$ cat src/rtl/key_conditioner.sv
// Pushbutton conditioner: per-key two-flop synchroniser, debouncer, press/release
// strobes and an auto-repeat strobe generator. All outputs come straight from flops.
module key_conditioner #(
    parameter int NUM_KEYS        = 4,
    parameter int DEBOUNCE_CYCLES = 16,
    parameter int REPEAT_DELAY    = 64,
    parameter int REPEAT_RATE     = 16
) (
    input  logic                CLK,
    input  logic                RST,
    input  logic [NUM_KEYS-1:0] KEY_RAW,
    output logic [NUM_KEYS-1:0] KEY_CLEAN,
    output logic [NUM_KEYS-1:0] KEY_PRESS,
    output logic [NUM_KEYS-1:0] KEY_RELEASE,
    output logic [NUM_KEYS-1:0] KEY_REPEAT,
    output logic [NUM_KEYS-1:0] KEY_HELD
);

    localparam int CNT_W   = $clog2(DEBOUNCE_CYCLES) + 1;
    localparam int TMR_MAX = (REPEAT_DELAY > REPEAT_RATE) ? REPEAT_DELAY : REPEAT_RATE;
    localparam int TMR_W   = $clog2(TMR_MAX) + 1;

    localparam logic [CNT_W-1:0] CNT_LAST   = CNT_W'(DEBOUNCE_CYCLES - 1);
    localparam logic [TMR_W-1:0] DELAY_LAST = TMR_W'((REPEAT_DELAY > 0) ? REPEAT_DELAY - 1 : 0);
    localparam logic [TMR_W-1:0] RATE_LAST  = TMR_W'(REPEAT_RATE - 1);

    typedef enum logic [1:0] {
        S_IDLE,
        S_DELAY,
        S_RPT,
        S_HOLD
    } rpt_state_t;

    for (genvar g = 0; g < NUM_KEYS; g++) begin : g_key
        logic             r_sync1, r_sync2;
        logic             r_clean, r_held, r_press, r_release, r_repeat;
        logic [CNT_W-1:0] r_cnt;
        logic [TMR_W-1:0] r_tmr, w_tmr_next;
        rpt_state_t       r_state, w_state_next;
        logic             w_flip, w_press_evt, w_release_evt, w_repeat_next;

        // The clean level flips on the D-th consecutive sample that disagrees with it.
        assign w_flip        = (r_sync2 != r_clean) && (r_cnt == CNT_LAST);
        assign w_press_evt   = w_flip && !r_sync2;
        assign w_release_evt = w_flip && r_sync2;

        // NOTE: sequential state uses non-blocking (<=) so every flop samples pre-edge values.
        always_ff @(posedge CLK or posedge RST) begin
            if (RST) begin
                r_sync1   <= 1'b1;
                r_sync2   <= 1'b1;
                r_clean   <= 1'b1;
                r_held    <= 1'b0;
                r_cnt     <= '0;
                r_press   <= 1'b0;
                r_release <= 1'b0;
            end else begin
                r_sync1   <= KEY_RAW[g];
                r_sync2   <= r_sync1;
                r_press   <= w_press_evt;
                r_release <= w_release_evt;
                if (r_sync2 == r_clean) begin
                    r_cnt <= '0;
                end else if (w_flip) begin
                    r_clean <= r_sync2;
                    r_held  <= ~r_sync2;
                    r_cnt   <= '0;
                end else begin
                    r_cnt <= r_cnt + 1'b1;
                end
            end
        end

        always_ff @(posedge CLK or posedge RST) begin
            if (RST) begin
                r_state  <= S_IDLE;
                r_tmr    <= '0;
                r_repeat <= 1'b0;
            end else begin
                r_state  <= w_state_next;
                r_tmr    <= w_tmr_next;
                r_repeat <= w_repeat_next;
            end
        end

        // NOTE: every comb output gets a default first so no path can infer a latch.
        always_comb begin
            w_state_next = r_state;
            unique case (r_state)
                S_IDLE:  if (w_press_evt) w_state_next = (REPEAT_DELAY == 0) ? S_HOLD : S_DELAY;
                S_DELAY: if (w_release_evt) w_state_next = S_IDLE;
                         else if (r_tmr == DELAY_LAST) w_state_next = S_RPT;
                S_RPT:   if (w_release_evt) w_state_next = S_IDLE;
                S_HOLD:  if (w_release_evt) w_state_next = S_IDLE;
                default: w_state_next = S_IDLE;
            endcase
        end

        // A release always suppresses a repeat strobe due on the same edge.
        always_comb begin
            w_tmr_next    = '0;
            w_repeat_next = 1'b0;
            unique case (r_state)
                S_IDLE: w_repeat_next = w_press_evt;
                S_DELAY: begin
                    if (!w_release_evt) begin
                        if (r_tmr == DELAY_LAST) w_repeat_next = 1'b1;
                        else                     w_tmr_next    = r_tmr + 1'b1;
                    end
                end
                S_RPT: begin
                    if (!w_release_evt) begin
                        if (r_tmr == RATE_LAST) w_repeat_next = 1'b1;
                        else                    w_tmr_next    = r_tmr + 1'b1;
                    end
                end
                default: ;
            endcase
        end

        assign KEY_CLEAN[g]   = r_clean;
        assign KEY_HELD[g]    = r_held;
        assign KEY_PRESS[g]   = r_press;
        assign KEY_RELEASE[g] = r_release;
        assign KEY_REPEAT[g]  = r_repeat;
    end

endmodule

$ cat config.mk
export PLATFORM = sky130hd
export DESIGN_NAME = key_conditioner
export DESIGN_NICKNAME = d
export VERILOG_FILES = /design/src/rtl/key_conditioner.sv
export SDC_FILE = /design/constraint.sdc
export NUM_CORES = 1
export LEC_CHECK = 0
export CORE_MARGIN = 3
export CORE_UTILIZATION = 60
export CTS_CLUSTER_DIAMETER = 200
export DETAILED_ROUTE_END_ITERATION = 16
export GPL_TIMING_DRIVEN = 1
export PLACE_DENSITY = 0.85
export SLEW_MARGIN = 40
export SYNTH_ARGS = -nofsm -noshare
export SYNTH_HDL_FRONTEND = slang
export SYNTH_SLANG_ARGS = --single-unit
export TNS_END_PERCENT = 10
$ cat constraint.sdc
create_clock -name CLK -period 5.35 [get_ports CLK]
set_input_delay 0.8025 -clock CLK [delete_from_list [all_inputs] [get_ports CLK]]
set_output_delay 0.8025 -clock CLK [all_outputs]
set_load 0.01 [all_outputs]
==> results.md, run 1 <==
- The number of detailed-route iterations in the first pass is 4.
- Once the floorplan was initialized, standard cells occupied 64.0% of the core.
- The flow ran to the end, and the final reports show no timing, DRC or antenna violations.
- The clock transition time at the flip-flop clock pins of the worst setup and hold paths is approximately 80 ps.
- The global-route congestion overflow total is 0.
- The launch instance of the worst register-to-register path is g_key[2].r_state[0].
- The number of resized instances in the post-cts repair step is 0.
- Data on the critical path is required at its endpoint by roughly 4600 ps.
- The number of cells on the critical path is 1.
- The tree built by TritonCTS fans out to 84 sinks.
- Grouping stages by cell kind, the critical path spends the most delay in flip-flops.
- The leading cell type in the layout, fill and taps excluded is sky130_fd_sc_hd__dfrtp_1.
- IR analysis of the VDD net gives a maximum drop of 131 uV.
- At the later pin of the worst-skew pair, clock insertion delay measures around 350 ps.
- Static timing analysis puts the maximum clock frequency at around 430 MHz.
- The static power due to leakage is 2.15 nW.
- The standard cell core area is between 0.006 and 0.007 sq mm.
- The congestion estimate from routability-driven global placement came to roughly 0.8.
- The library cells used most frequently in the layout, excluding fill and tap cells, are sky130_fd_sc_hd__dfrtp_1 (72), sky130_fd_sc_hd__nor2_1 (42), sky130_fd_sc_hd__nand2_1 (32), sky130_fd_sc_hd__ha_1 (29), sky130_fd_sc_hd__clkdlybuf4s50_1 (25).
- The count of max-cap constraint violations is 0.
- The post-detailed-route wirelength per cell is roughly 14 microns.
- The cell sitting at the root of the clock tree is a sky130_fd_sc_hd__clkbuf_8.
- In this run, flip-flops and latches consume just under 60% of the power.
- The fraction of power consumed by combinational cells is approximately 3.0%.
- Setup violations remaining at the end of the flow were counted as 0.
- In this run the most critical hold path is launched from g_key[1].r_sync1.
- The total clock buffers created by CTS is 9.
- Detailed placement finished with a half-perimeter wire length of a little under 5000 microns.
- In this run the worst path has a maximum fanout of 10.
- The via count of the first global-routing pass is between 2000 and 3000.
- The count of buffers inserted at the top-level ports is 25.
- The first routing iteration left between 100 and 150 violations.
- The library cell contributing the largest single delay on the critical path is sky130_fd_sc_hd__dfstp_2.
- The overall die width is 89.9 microns.
- Post-CTS timing repair inserted 0 buffers for setup.
- The end point of the worst hold path is g_key[1].r_sync2.
- Internal power comes to slightly below 0.9 mW.
- The number of hold-slack violations in the final timing report is 0.
- The number of core rows is 29.
- When the netlist entered floorplanning its net count stood at roughly 430.
- The reg-to-reg endpoint is g_key[2].r_state[0].
- The die height is about 90 microns.
- The clock network is responsible for roughly two fifths of the overall power.
- After layout, the worst setup slack is between 3000 and 4000 ps.
- The relative slew slack is between 50% and 60%.
- The leading register cell type out of synthesis is sky130_fd_sc_hd__dfrtp_1.
- For the final database, setup skew stands at 10.8 ps.
- For this run, design rule violations remaining after detail routing come to 0.
- The final wirelength is about 7100 microns.
- The setup TNS after final layout is 0 ps.
- Hold repair after CTS inserted 0 buffers.
- In this run, synthesis inferred 0 flip-flops with an integrated enable.
- The measured slew at the worst slew-check pin is ~650 ps.
- The largest buffer count on any clock path is 2.
- Across all hold checks on the routed design, the worst slack comes to roughly 360 ps.
- The minimum clock period after layout is 2340 ps.
- The remaining number of nets flagged by the antenna check after routing is 0.
- The synthesized design contains 84 register bits.
- STA classifies the critical path endpoint as an output port.
- The layout overhead on the synthesized area is 9.83%.
- The worst path uses between 40% and 50% of the clock period.
- Counting flops with an async set or reset pin after synthesis yields a share of 100%.
- The number of top-level pins is 26.
- Summing all flip-flop and latch instances after layout gives 0.00212 sq mm.
- The floorplan step defined a die boundary enclosing around 0.008 sq mm.
- The slack of the worst reg-to-reg path is 3160 ps.
- The first global-routing pass estimated approximately 12000 microns of wire.
- The final-stage net count is 446.
- The worst path buffer plus inverter count is 1.
- The post-route netlist has roughly 11% of its cells at a drive strength greater than 1.
- The number of unique standard cell types used by synthesis is between 50 and 60.
- The filler cells instantiated in the layout total a little under 500.
- The H-tree level count is 3.
- The critical path start-end classification is register to output port.
- The worst endpoint data arrival time is 1540 ps.
- The total via count after detailed routing is approximately 2800.
- Setup repair after global routing left no endpoint under its margin.
- Sequential cells were found to cover ~50% of the synthesized design area.
- The number of antenna violations at the first check in global routing is 0.
- The CTS tree is built.
- The cell count after synthesis is about 400.
- The worst setup timing slack at the placement stage is approximately 3100 ps.
- The Yosys step of the flow raised 0 warnings.
- The biggest cell delay along the critical path is between 600 and 700 ps.
- The post-synthesis instance area is around 0.0042 sq mm.
- The area of the multi-input gates is between 0.0015 and 0.002 sq mm.
- After detailed routing, the number of vias per cell comes to between 5 and 6.
- The cell count of the worst hold path is 0.
- Traced cell by cell, the critical path runs through clkdlybuf4s50_1.
- Entering global routing, the biggest net connects 47 pins.
- The power per standard cell area is around 250 mW/mm^2.
- The number of pins exceeding their max-slew limit in the final report came to 0.
- The worst hold path belongs to the class register to register.
- A synthesized cell averages between 10 and 15 sq um.
- The cell count of the worst reg-to-reg path is 6.
- The repair_antennas step left the layout with diodes totalling 0.
- The net switching share of the total power is 22.1%.
- The startpoint kind of the worst setup timing path is a register.
- Global routing consumed, over all layers together, 18.5% of the routing resources.
- The net switching power is approximately 0.25 mW.
layout make-up:
class,count,share of cell area (%)
sequential,84,45.6
multi-input combinational,271,40.4
timing repair buffer,26,5.55
clock buffer,10,2.96
tap,93,2.51
inverter,19,1.56
clock inverter,6,1.37
worst max path at each step:
stage               slack, ps           endpoint        startpoint
global placement         3090  g_key[1].r_tmr[1]               RST
floorplan                2400  g_key[0].r_cnt[0]               RST
detailed placement       3070  g_key[1].r_tmr[1]               RST
finish                   3010       KEY_CLEAN[3]  g_key[3].r_clean
global route             2960       KEY_CLEAN[3]  g_key[3].r_clean
CTS                      3010       KEY_CLEAN[3]  g_key[3].r_clean
per-layer routing:
layer | track usage, % | vias up | share of wire, %
met5 | 0 | - | 0
met4 | 9.44 | 0 | 1.8
met3 | 4.34 | 11 | 3.6
met2 | 31.1 | 60 | 50
met1 | 22.4 | 1360 | 45
li1 | - | 1381 | -
sequential cells by signal, indices dropped and copies added (netlist names):
register,flops
g_key.r_tmr,28
g_key.r_cnt,20
g_key.r_state,8
g_key.r_clean,4
g_key.r_held,4
g_key.r_press,4
g_key.r_release,4
g_key.r_repeat,4
g_key.r_sync1,4
g_key.r_sync2,4
metrics by stage:
stage | area (sq um) | cells | total power [mW] | utilization (%)
5_1_grt | 4640 | 509 | 1.19 | 70.3
6_report | 4640 | 509 | 1.14 | 70.3
3_3_place_gp | 4440 | 493 | 0.704 | 67.3
3_5_place_dp | 4440 | 493 | 0.706 | 67.3
2_1_floorplan | 4230 | 396 | 0.692 | -
4_1_cts | 4640 | 509 | 1.15 | 70.3
cell families (layout without fill, tap and decap cells):
| kind of cell | after synthesis | in the layout | share of synthesized area (%) |
|---|---|---|---|
| adders and majority gates | 29 | 29 | 8.58 |
| muxes | 4 | 4 | 1.07 |
| DFF | 84 | 84 | 50.1 |
| buffers and inverters | 41 | 61 | 5.50 |
| AOI/OAI and AO/OA | 73 | 73 | 11.5 |
| and+or+nand+nor | 138 | 138 | 17.6 |
| xor gates and xnor gates | 27 | 27 | 5.59 |
synthesized netlist by cell type, types with 3 or more instances:
master | count | share of area, %
sky130_fd_sc_hd__nand2_1 | 32 | 2.8
sky130_fd_sc_hd__o21a_1 | 4 | 0.71
sky130_fd_sc_hd__nand2b_1 | 3 | 0.44
sky130_fd_sc_hd__xnor2_1 | 8 | 1.7
sky130_fd_sc_hd__nor2_1 | 42 | 3.7
sky130_fd_sc_hd__o22ai_1 | 3 | 0.44
sky130_fd_sc_hd__ha_1 | 29 | 8.6
sky130_fd_sc_hd__xor2_1 | 19 | 3.9
sky130_fd_sc_hd__a211oi_1 | 3 | 0.53
sky130_fd_sc_hd__or3b_2 | 4 | 0.83
sky130_fd_sc_hd__nand3_1 | 16 | 1.9
sky130_fd_sc_hd__and2_1 | 6 | 0.89
sky130_fd_sc_hd__a21o_1 | 4 | 0.71
sky130_fd_sc_hd__dfrtp_1 | 72 | 43
sky130_fd_sc_hd__nand4b_2 | 3 | 1.1
sky130_fd_sc_hd__inv_1 | 19 | 1.7
sky130_fd_sc_hd__and3_1 | 5 | 0.74
sky130_fd_sc_hd__a31oi_1 | 3 | 0.44
sky130_fd_sc_hd__buf_4 | 21 | 3.7
sky130_fd_sc_hd__a21oi_1 | 16 | 1.9
sky130_fd_sc_hd__nor3b_1 | 3 | 0.53
sky130_fd_sc_hd__dfstp_2 | 12 | 7.5
sky130_fd_sc_hd__or4b_1 | 4 | 0.95
sky130_fd_sc_hd__nor3_1 | 6 | 0.71
sky130_fd_sc_hd__o31ai_1 | 4 | 0.71
sky130_fd_sc_hd__o21ai_0 | 19 | 2.2
power groups by stage:
stage | sequential (mW) | combinational, mW | clock (mW)
after floorplan | 0.668 | 0.0244 | 0
after global placement | 0.669 | 0.0341 | 0
after detailed placement | 0.670 | 0.0357 | 0
after CTS | 0.658 | 0.0359 | 0.459
after global routing | 0.660 | 0.0411 | 0.492
final | 0.658 | 0.0343 | 0.448
(Power assumes the default switching activity.)
==> run 2: changes to the inputs <==
--- a/config.mk
+++ b/config.mk
@@ -6,11 +6,11 @@
 export NUM_CORES = 1
 export LEC_CHECK = 0
 export CORE_MARGIN = 3
-export CORE_UTILIZATION = 60
+export CORE_UTILIZATION = 53
 export CTS_CLUSTER_DIAMETER = 200
 export DETAILED_ROUTE_END_ITERATION = 16
 export GPL_TIMING_DRIVEN = 1
-export PLACE_DENSITY = 0.85
+export PLACE_DENSITY = 0.8
 export SLEW_MARGIN = 40
 export SYNTH_ARGS = -nofsm -noshare
 export SYNTH_HDL_FRONTEND = slang
==> constraint.sdc (replaced) <==
create_clock -name CLK -period 2 [get_ports CLK]
set_input_delay 0.3 -clock CLK [delete_from_list [all_inputs] [get_ports CLK]]
set_output_delay 0.3 -clock CLK [all_outputs]
set_load 0.01 [all_outputs]
==> run 2 against run 1 <==
Sequential cell count did not move. Via count rose by 2.7%. Sequential power rose to 2.7 times the previous value. Total power rose to 2.6 times the previous value. Largest cell class unchanged.
==> results.md, run 2 (synthesis results as in run 1) <==
- Fill cells in the final layout number approximately 580.
- Counting every sink on the clock net gives between 80 and 90.
- The count of nets left with antenna violations once routing finished came out at 0.
- Across the routed clock network, the largest skew measured is around 6.2 ps.
- The final RePlAce weighted congestion is roughly 0.86.
- The total setup violations reported at the end of the flow is 0.
- The clock transition time at the flip-flop clock pins of the worst setup and hold paths is 80 ps.
- In this run, the number of DRC markers left after iteration 0 of detailed routing was about 130.
- For this run, design rule violations remaining after detail routing come to 0.
- The number of flip-flops under the largest register name is 28.
- The tightest min-delay check is of the primary input to register type.
- The area growth from synthesis to layout is 15.0%.
- Among cell families on the critical path, the largest total delay comes from simple AND/OR/NAND/NOR gates.
- The number of pins exceeding their max-slew limit in the final report is 0.
- The completed layout was analyzed and its total power is 2.99 mW.
- Combinational cells account for ~3.2% of the total power.
- The die outline area is around 0.0091 sq mm.
- STA puts the critical path data required time at ~2200 ps.
- The initial utilization of the core area, before any placement, comes to about 56%.
- The final-stage net count is 465.
- The measured slew at the worst slew-check pin is approximately 430 ps.
- The run finished with clean final reports.
- The fraction of layout instances using a drive strength above 1 is between 10% and 20%.
- 26 I/O pins were placed.
- The design internal power is around 2.3 mW.
- The maximum vdd ir drop is between 300 and 400 uV.
- The total clock buffers created by CTS is 9.
- Buffers inserted to repair hold after CTS numbered 0.
- The global-route congestion overflow total is 0.
- The top cell types in the final layout, fill and taps aside, are sky130_fd_sc_hd__dfrtp_1 (72), sky130_fd_sc_hd__nor2_1 (42), sky130_fd_sc_hd__nand2_1 (32), sky130_fd_sc_hd__ha_1 (25), sky130_fd_sc_hd__clkdlybuf4s50_1 (25).
- The library cell contributing the largest single delay on the critical path is sky130_fd_sc_hd__or4b_4.
- Adding up every negative setup slack in the final design gives 0 ps.
- The signal on the critical path passes through inv_2 -> ha_4 -> or4b_4 -> o32ai_4 -> a2bb2oi_2 -> mux2_4.
- The clock network burns between 30% and 40% of the power.
- Once layout is done, the placed cells without fillers occupy 0.00486 sq mm.
- The largest registers in the layout are g_key.r_tmr: 28 flops, g_key.r_cnt: 20 flops, g_key.r_state: 8 flops.
- Summed over all cells, the static leakage comes to roughly 2.2 nW.
- The number of core rows is 31.
- The register bank with the most flops is g_key.r_tmr.
- The count of max-cap constraint violations is 0.
- The ratio of final minimum period to clock period is between 90 and 100%.
- The CTS tree is built.
- On the worst path, the slowest cell contributes a delay of about 530 ps.
- The estimated wirelength of the detail-placed design is between 5000 and 6000 microns.
- Of the total power, registers draw 58.8%.
- The final wirelength is around 7300 microns.
- The achievable clock frequency is 513 MHz.
- The relative slew slack is between 70 and 80%.
- The total via count after detailed routing is approximately 2900.
- The final antenna diode count is 0.
- The die height is around 95 microns.
- The maximum fanout encountered on the critical timing path is 4.
- The number of antenna violations at the first check in global routing is 0.
- Dividing the detail-routed via count by the number of cells gives roughly 5.4.
- At the worst endpoint, the arrival time is about 2200 ps.
- Setup repair after global routing could not meet its margin everywhere.
- In the final routed layout, each cell accounts on average for 13.7 microns.
- In this run switching power makes up 22.4% of total power.
- The count of buffers inserted at the top-level ports is 25.
- The net switching power is about 0.67 mW.
- The number of hold-slack violations in the final timing report is 0.
- The library cell used most frequently in the layout, excluding fill and tap cells, is sky130_fd_sc_hd__dfrtp_1.
- The worst path buffer plus inverter count is 1.
- Entering global routing, the biggest net connects 85 pins.
- The final-layout worst hold slack is approximately 350 ps.
- The largest buffer count on any clock path is 2.
- The overall die width is roughly 95 microns.
- The clock tree synthesis step divided the H-tree into 3 levels.
- The clock period could shrink to between 1500 and 2000 ps.
- The power per standard cell area is just over 600 mW/mm^2.
- The standard cell core area is ~0.0075 sq mm.
- The clock insertion delay at the later pin of the skew report is around 350 ps.
- The wire length of the first global-routing pass is 13000 microns.
- The placed instance area is between 0.004 and 0.005 sq mm.
- For this run, the total global-route usage over all layers was measured as a little under a fifth.
- The worst setup path is launched from a register.
- By startpoint and endpoint, the worst setup path is classified as register to register.
- The tree is rooted in a sky130_fd_sc_hd__clkbuf_8.
- STA classifies the critical path endpoint as a register.
- The number of detailed-route iterations in the first pass is 4.
- The via count of the first global-routing pass is ~2900.
run 2: stage by stage:
stage,worst slack [ps],instances,util [%]
floorplan,19.9,396,-
global placement,60.5,513,61.0
detailed placement,-22.9,513,61.0
CTS,-0.129,530,63.8
global route,-10.9,534,65.0
finish,50.3,534,65.0
run 2: area by class of cell:
| cell class | instances | area [sq um] | share of cell area, % |
|---|---|---|---|
| flip-flops and latches | 84 | 2120 | 43.5 |
| multi-input cells | 271 | 1950 | 40.0 |
| repair buffers | 45 | 413 | 8.49 |
| clock buffers | 13 | 169 | 3.47 |
| well taps | 99 | 124 | 2.55 |
| inverters | 19 | 75.1 | 1.54 |
| clock inverters | 3 | 20.0 | 0.412 |
run 2: layer usage:
| layer | share of wire [%] | vias to the layer above | GRT usage, % |
|---|---|---|---|
| met5 | 0 | - | 0 |
| li1 | - | 1417 | - |
| met2 | 52 | 36 | 31.4 |
| met3 | 3.1 | 10 | 5.84 |
| met1 | 43 | 1426 | 21.3 |
| met4 | 1.4 | 0 | 6.37 |
run 2: worst reg2reg max path: cells and delay by family (launching register included):
kind	cells	cell delay (ps)
flip-flops	1	420
AND/OR/NAND/NOR	1	530
buffers and inverters	1	80
multiplexers	1	300
adder cells (fa/ha/maj)	1	160
AO/OA/AOI/OAI	2	340
run 2: power by group through the flow:
| stage | clock network [mW] | registers [mW] | logic (mW) |
|---|---|---|---|
| 5_1_grt | 1.27 | 1.76 | 0.114 |
| 3_3_place_gp | 0 | 1.79 | 0.0955 |
| 3_5_place_dp | 0 | 1.79 | 0.101 |
| 4_1_cts | 1.18 | 1.76 | 0.101 |
| 6_report | 1.14 | 1.76 | 0.0970 |
| 2_1_floorplan | 0 | 1.79 | 0.0658 |
run 2: timing repair:
action,CTS,global route
pin swaps,0,5
buffers inserted,1,4
endpoints found under the setup margin,2,5
resized for setup,1,12
run 2: path summary, 6_finish.rpt:
kind	start	endpoint	slack [ps]	cells after the start
max	g_key[2].r_state[0]	g_key[2].r_state[0]	50	6
min	KEY_RAW[1]	g_key[1].r_sync1	350	1
max reg2reg	g_key[2].r_state[0]	g_key[2].r_state[0]	50	6
min reg2reg	g_key[0].r_sync1	g_key[0].r_sync2	360	0
max in group asynchronous	RST	g_key[3].r_clean	1210	3
min in group asynchronous	RST	g_key[2].r_release	400	3
